## src/rtl/blob_record_writer.sv

```systemverilog
// blob_record_writer: producer side of the blob-record list in shared SRAM.
// Each accepted descriptor becomes a 3-word record at BASE_ADDRESS + 3n.
// At frame end a 3-word all-ones termination record is appended.
// Optional feature macro: BLOB_WRITER_SIZE_FILTER_EN. When it is defined,
// blobs smaller than minimum_blob_size are accepted but not stored.
//
// Handshake: a descriptor transfers on a rising clk edge where blob_valid
// and blob_ready are both 1. blob_ready is a registered "in WAIT_BLOB" flag
// gated by pause, so a transfer can never complete while the arbiter stalls us.
module blob_record_writer #(
  parameter int unsigned BASE_ADDRESS = 200000,
  parameter int unsigned MAX_BLOBS    = 1000
) (
  input  logic        clk,
  input  logic        reset,
  input  logic        pause,
  input  logic        enable_blob_writer,
  input  logic        blob_valid,
  output logic        blob_ready,
  input  logic [15:0] blob_x_min,
  input  logic [15:0] blob_x_max,
  input  logic [15:0] blob_y_min,
  input  logic [15:0] blob_y_max,
  input  logic [31:0] blob_pixel_count,
  input  logic        frame_end,
  input  logic [7:0]  minimum_blob_size,
  output logic        wren,
  output logic [31:0] data_write,
  output logic [17:0] address,
  output logic [15:0] blob_extraction_blob_counter,
  output logic        blob_overflow,
  output logic        blob_writer_done,
  output logic [3:0]  dbg_state_o
);

  typedef enum logic [3:0] {
    S_IDLE, S_WAIT_BLOB, S_WR0, S_WR1, S_WR2, S_TERM0, S_TERM1, S_TERM2, S_DONE
  } state_t;

  localparam logic [17:0] BASE_ADDR = 18'(BASE_ADDRESS);
  localparam logic [15:0] MAX_CNT   = 16'(MAX_BLOBS);
  localparam logic [31:0] TERM_WORD = 32'hFFFF_FFFF;

  state_t      state_q, state_d;
  logic        enable_q;
  logic        ready_q, ready_d;
  logic        wren_q, wren_d;
  logic [31:0] data_q, data_d;
  logic [17:0] addr_q, addr_d;
  logic [15:0] cnt_q, cnt_d;
  logic        ovf_q, ovf_d;
  logic        done_q, done_d;
  logic        fe_pend_q, fe_pend_d;
  logic [31:0] y_q, y_d;
  logic [31:0] pix_q, pix_d;
  logic        accept;
  logic        drop;
  logic        small_blob;

`ifdef BLOB_WRITER_SIZE_FILTER_EN
  assign small_blob = blob_pixel_count < {24'd0, minimum_blob_size};
`else
  assign small_blob = 1'b0;
  logic unused_min_size;
  assign unused_min_size = ^minimum_blob_size;
`endif

  // Next-state, record sequencing and registered write-port values.
  always_comb begin
    state_d   = state_q;
    wren_d    = wren_q;
    data_d    = data_q;
    addr_d    = addr_q;
    cnt_d     = cnt_q;
    ovf_d     = ovf_q;
    done_d    = done_q;
    fe_pend_d = fe_pend_q;
    y_d       = y_q;
    pix_d     = pix_q;
    accept    = blob_valid && ready_q;
    drop      = 1'b0;

    if (!enable_blob_writer && state_q != S_IDLE && state_q != S_DONE) begin
      // Mid-frame abort: stop writing, no termination record.
      state_d   = S_IDLE;
      wren_d    = 1'b0;
      fe_pend_d = 1'b0;
    end else begin
      case (state_q)
        S_IDLE: begin
          wren_d = 1'b0;
          if (enable_blob_writer && !enable_q) begin
            cnt_d     = '0;
            ovf_d     = 1'b0;
            done_d    = 1'b0;
            fe_pend_d = 1'b0;
            addr_d    = BASE_ADDR;
            state_d   = S_WAIT_BLOB;
          end
        end
        S_WAIT_BLOB: begin
          if (accept) begin
            if (small_blob) begin
              drop = 1'b1;
            end else if (cnt_q == MAX_CNT) begin
              drop  = 1'b1;
              ovf_d = 1'b1;
            end else begin
              y_d       = {blob_y_min, blob_y_max};
              pix_d     = blob_pixel_count;
              data_d    = {blob_x_min, blob_x_max};
              wren_d    = 1'b1;
              fe_pend_d = frame_end;
              state_d   = S_WR0;
            end
            if (drop && frame_end) begin
              state_d = S_TERM0;
              wren_d  = 1'b1;
              data_d  = TERM_WORD;
            end
          end else if (frame_end) begin
            state_d = S_TERM0;
            wren_d  = 1'b1;
            data_d  = TERM_WORD;
          end
        end
        S_WR0: begin
          addr_d    = addr_q + 18'd1;
          data_d    = y_q;
          fe_pend_d = fe_pend_q || frame_end;
          state_d   = S_WR1;
        end
        S_WR1: begin
          addr_d    = addr_q + 18'd1;
          data_d    = pix_q;
          fe_pend_d = fe_pend_q || frame_end;
          state_d   = S_WR2;
        end
        S_WR2: begin
          addr_d = addr_q + 18'd1;
          cnt_d  = cnt_q + 16'd1;
          if (fe_pend_q || frame_end) begin
            fe_pend_d = 1'b0;
            wren_d    = 1'b1;
            data_d    = TERM_WORD;
            state_d   = S_TERM0;
          end else begin
            wren_d  = 1'b0;
            state_d = S_WAIT_BLOB;
          end
        end
        S_TERM0: begin
          addr_d  = addr_q + 18'd1;
          state_d = S_TERM1;
        end
        S_TERM1: begin
          addr_d  = addr_q + 18'd1;
          state_d = S_TERM2;
        end
        S_TERM2: begin
          addr_d  = addr_q + 18'd1;
          wren_d  = 1'b0;
          done_d  = 1'b1;
          state_d = S_DONE;
        end
        S_DONE: begin
          wren_d = 1'b0;
          if (!enable_blob_writer) begin
            done_d  = 1'b0;
            state_d = S_IDLE;
          end
        end
        default: begin
          wren_d  = 1'b0;
          state_d = S_IDLE;
        end
      endcase
    end

    ready_d = (state_d == S_WAIT_BLOB);
  end

  // State and datapath registers; pause freezes everything so a stalled write reissues unchanged.
  always_ff @(posedge clk) begin
    if (reset) begin
      state_q   <= S_IDLE;
      enable_q  <= 1'b0;
      ready_q   <= 1'b0;
      wren_q    <= 1'b0;
      data_q    <= '0;
      addr_q    <= BASE_ADDR;
      cnt_q     <= '0;
      ovf_q     <= 1'b0;
      done_q    <= 1'b0;
      fe_pend_q <= 1'b0;
      y_q       <= '0;
      pix_q     <= '0;
    end else if (!pause) begin
      state_q   <= state_d;
      enable_q  <= enable_blob_writer;
      ready_q   <= ready_d;
      wren_q    <= wren_d;
      data_q    <= data_d;
      addr_q    <= addr_d;
      cnt_q     <= cnt_d;
      ovf_q     <= ovf_d;
      done_q    <= done_d;
      fe_pend_q <= fe_pend_d;
      y_q       <= y_d;
      pix_q     <= pix_d;
    end
  end

  assign blob_ready                   = ready_q && !pause;
  assign wren                         = wren_q && !pause;
  assign data_write                   = data_q;
  assign address                      = addr_q;
  assign blob_extraction_blob_counter = cnt_q;
  assign blob_overflow                = ovf_q;
  assign blob_writer_done             = done_q;
  assign dbg_state_o                  = state_q;

endmodule

```

## config.mk

```make
export PLATFORM = sky130hd
export DESIGN_NAME = blob_record_writer
export DESIGN_NICKNAME = d
export VERILOG_FILES = /design/src/rtl/blob_record_writer.sv
export SDC_FILE = /design/constraint.sdc
export NUM_CORES = 1
export LEC_CHECK = 0
export ABC_AREA = 0
export BUFFER_PORTS_ARGS = -buffer_cell sky130_fd_sc_hd__buf_2
export CORE_MARGIN = 8
export CORE_UTILIZATION = 52
export DETAILED_ROUTE_END_ITERATION = 10
export PLACE_DENSITY_LB_ADDON = 0.1
export SKIP_CTS_REPAIR_TIMING = 1
export SLEW_MARGIN = 10
export SYNTH_ARGS = -nofsm -noshare
export SYNTH_HDL_FRONTEND = slang
export SYNTH_SLANG_ARGS = --single-unit
```

## constraint.sdc

```tcl
create_clock -name clk -period 3.1 [get_ports clk]
set_clock_uncertainty 0.2 [all_clocks]
set_input_delay 0.62 -clock clk [delete_from_list [all_inputs] [get_ports clk]]
set_output_delay 0.62 -clock clk [all_outputs]
set_load 0.005 [all_outputs]
```

==> impl_metrics.json <==
{
  "grt_pass1_wl_um": 28500,
  "tightest_slew_ns": 0.682,
  "fmax_mhz": 383,
  "hold_class": "input pin to flip-flop",
  "critPathLaunchType": "flip-flop",
  "synth_top_area_frac": 0.442,
  "regToRegSetupSlack_ns": 0.49,
  "firstDrtPassIters": 6,
  "p_leak_nw": 3.10,
  "drv_cap": 0,
  "synth-async-reset-ratio": 0,
  "ant_nets": 0,
  "path_cells": "or3_1 > a211oi_2 > nand3_1 > a21oi_4 > buf_12 > mux2i_1",
  "synth_edf_count": 0,
  "core_um2": 12000,
  "cp_num_buf_inv": 1,
  "nFillCells": 1090,
  "dpl.hpwl_um": 12300,
  "synth_area_leader_cell": "dfxtp_1",
  "synth_cells": 796,
  "die_h_um": 126,
  "dieArea_um2": 16000,
  "tns_ns": 0,
  "viasPerCell": 5.50,
  "p_sw_mw": 0.938,
  "track_usage": 0.215,
  "critPathKind": "flip-flop to flip-flop",
  "final.min_clock_period_ns": 2.61,
  "swShare": 0.230,
  "clkTransAtPathRegs_ns": 0.06,
  "seq_area_frac_synth": 0.442,
  "dpl_cell_area_um2": 7250,
  "crit_arrival_ns": 2.74,
  "overflow": 0,
  "p_int_mw": 3.13,
  "cts.sinks": 140,
  "final_cell_mix": "188 x nand2_1, 174 x buf_2, 140 x dfxtp_1, 88 x a21oi_1, 62 x nor2_1",
  "io_buffers": 175,
  "setup_violations": 0,
  "fin_area_um2": 7800,
  "clock_latency_ns": 0.41,
  "synth_compound_area_frac": 0.164,
  "yosys.area_share.simple": 0.249,
  "critPathCaptureType": "flip-flop",
  "slew_headroom": 0.545,
  "cp_max_fo": 32,
  "ir_worst_vdd_mv": 0.295,
  "antenna_cells": 0,
  "drc": 0,
  "slowest_stage": "or3_1",
  "start_util": 0.530,
  "syn_to_final_growth_pct": 23.1,
  "drive_gt1_frac": 0.236,
  "io_pins": 184,
  "route.vias.total": 6094,
  "wirelength_um": 17400,
  "finalWeightedCongestion": 0.916,
  "p_per_area_nw_per_um2": 522,
  "antenna_found_initial": 1,
  "synth_nets": 909,
  "rsz0062_at_grt": "no",
  "ys.flop_type": "dfxtp_1",
  "final_common_cell": "nand2_1",
  "drv_slew": 0,
  "drtIter0Drc": 551,
  "synth_cell_types": 54,
  "synth-xor-area-share": 0.0318,
  "synth_mux_area_frac": 0.0537,
  "cts_buffer_depth": 2,
  "avgSynthCellArea_um2": 7.96,
  "rows": 40,
  "synth_area_leaders": "dfxtp_1 44%, nand2_1 11%, a21oi_1 7.0%",
  "fin_crit_sh": 0.842,
  "h-tree-depth": 4,
  "grt_max_degree": 97,
  "cp.required_ns": 3.23,
  "cts_tree": "built",
  "dieWidth_um": 126,
  "clock_power_share": 0.457,
  "critPathTopFamily": "simple AND/OR/NAND/NOR gates",
  "status": "finished, final reports clean",
  "combPwrFrac": 0.084,
  "power_frac_seq": 0.460,
  "cts.root.buffer_cell": "clkbuf_16",
  "grt_pass1_vias": 5969,
  "p_total_mw": 4.07,
  "synth_top_family_by_area": "simple AND/OR/NAND/NOR gates",
  "hold_viol": 0,
  "cts_inserted_buffers": 17,
  "synth_fa_ha_area_frac": 0.00593,
  "wire_per_inst_um": 15.7,
  "layout.nets": 1061,
  "syn-cell-area_um2": 6330,
  "yosysWarningCount": 0,
  "slowest_delay_ns": 0.55,
  "synth-seq-cells": 140
}
## kinds of logic (layout without fill, tap and decap cells)
| family | after synthesis | in the layout |
|---|---|---|
| flops | 140 | 140 |
| simple gates | 344 | 344 |
| xor+xnor | 23 | 23 |
| mux | 34 | 34 |
| buf+inv | 67 | 231 |
| fa+ha+maj | 3 | 3 |
| compound gates | 185 | 185 |
## power by group through the flow
stage                     sequential (mW)  clock [mW]  combinational [mW]
final                                1.87        1.86               0.341
after global placement               1.91           0               0.332
after detailed placement             1.91           0               0.338
after global routing                 1.88        1.96               0.377
after floorplan                      1.91           0               0.190
after CTS                            1.87        1.89               0.342
## stage by stage
step / instances / util / setup WS (ns) / hold slack [ns]
final: 1107 / 0.652 / 0.490 / 0.242
after global placement: 1076 / 0.606 / 0.474 / 0.240
after detailed placement: 1076 / 0.606 / 0.443 / 0.244
after CTS: 1107 / 0.652 / 0.526 / 0.225
after floorplan: 796 / - / 0.752 / 0.236
after global routing: 1107 / 0.652 / 0.253 / 0.232
## per-layer routing
| layer | GRT usage | vias to the layer above | part of all wire |
|---|---|---|---|
| li1 | - | 3041 | - |
| met1 | 0.261 | 2832 | 0.43 |
| met2 | 0.348 | 195 | 0.47 |
| met3 | 0.0624 | 24 | 0.077 |
| met4 | 0.0892 | 2 | 0.014 |
| met5 | 0 | - | 0.00057 |
## path summary, 6_finish.rpt
| check | startpoint | endpoint | cells after the start |
|---|---|---|---|
| worst max-delay path | dbg_state_o[2] | data_write[7] | 6 |
| worst min-delay path | blob_y_min[2] | y_q[18] | 3 |
| worst max register to register | dbg_state_o[2] | data_write[7] | 6 |
| worst min register to register | data_write[31] | data_write[31] | 2 |
## final cells by class
| cell class | count | area [µm²] | share of cell area |
|---|---|---|---|
| clock inverters | 6 | 35.0 | 0.00449 |
| multi-input cells | 589 | 3200 | 0.411 |
| clock buffers | 25 | 515 | 0.0661 |
| well taps | 147 | 184 | 0.0236 |
| repair buffers | 188 | 1010 | 0.130 |
| flip-flops and latches | 140 | 2800 | 0.359 |
| inverters | 12 | 45.0 | 0.00578 |
## worst reg2reg max path, cell delays in order, from the launching register on
cell and delay [ns]:
dfxtp_1 0.52, or3_1 0.55, a211oi_2 0.39, nand3_1 0.19, a21oi_4 0.17, buf_12 0.27, mux2i_1 0.25
## synth_stat cells (3+ instances only)
cell and instances:
nor2b_1 6, ha_1 3, and3_1 4, and4_1 5, or3_1 12, nor4b_1 3, nand3_1 15, nor2_1 62
mux2i_1 34, xnor2_1 12, clkbuf_1 35, nand4_1 16, dfxtp_1 140, a21oi_1 88, nand2_1 188, inv_1 11
buf_2 14, buf_12 3, o21ai_0 46, o22ai_1 33, nor3_1 8, xor2_1 11, nor3_2 3, nand2b_1 4
## state kept, by name, indices dropped and copies added (netlist names)
name / flops
data_write: 32
pix_q: 32
y_q: 32
address: 18
blob_extraction_blob_counter: 16
dbg_state_o: 4
blob_overflow: 1
blob_writer_done: 1
enable_q: 1
fe_pend_q: 1
ready_q: 1
wren_q: 1
(Power assumes the default switching activity.)
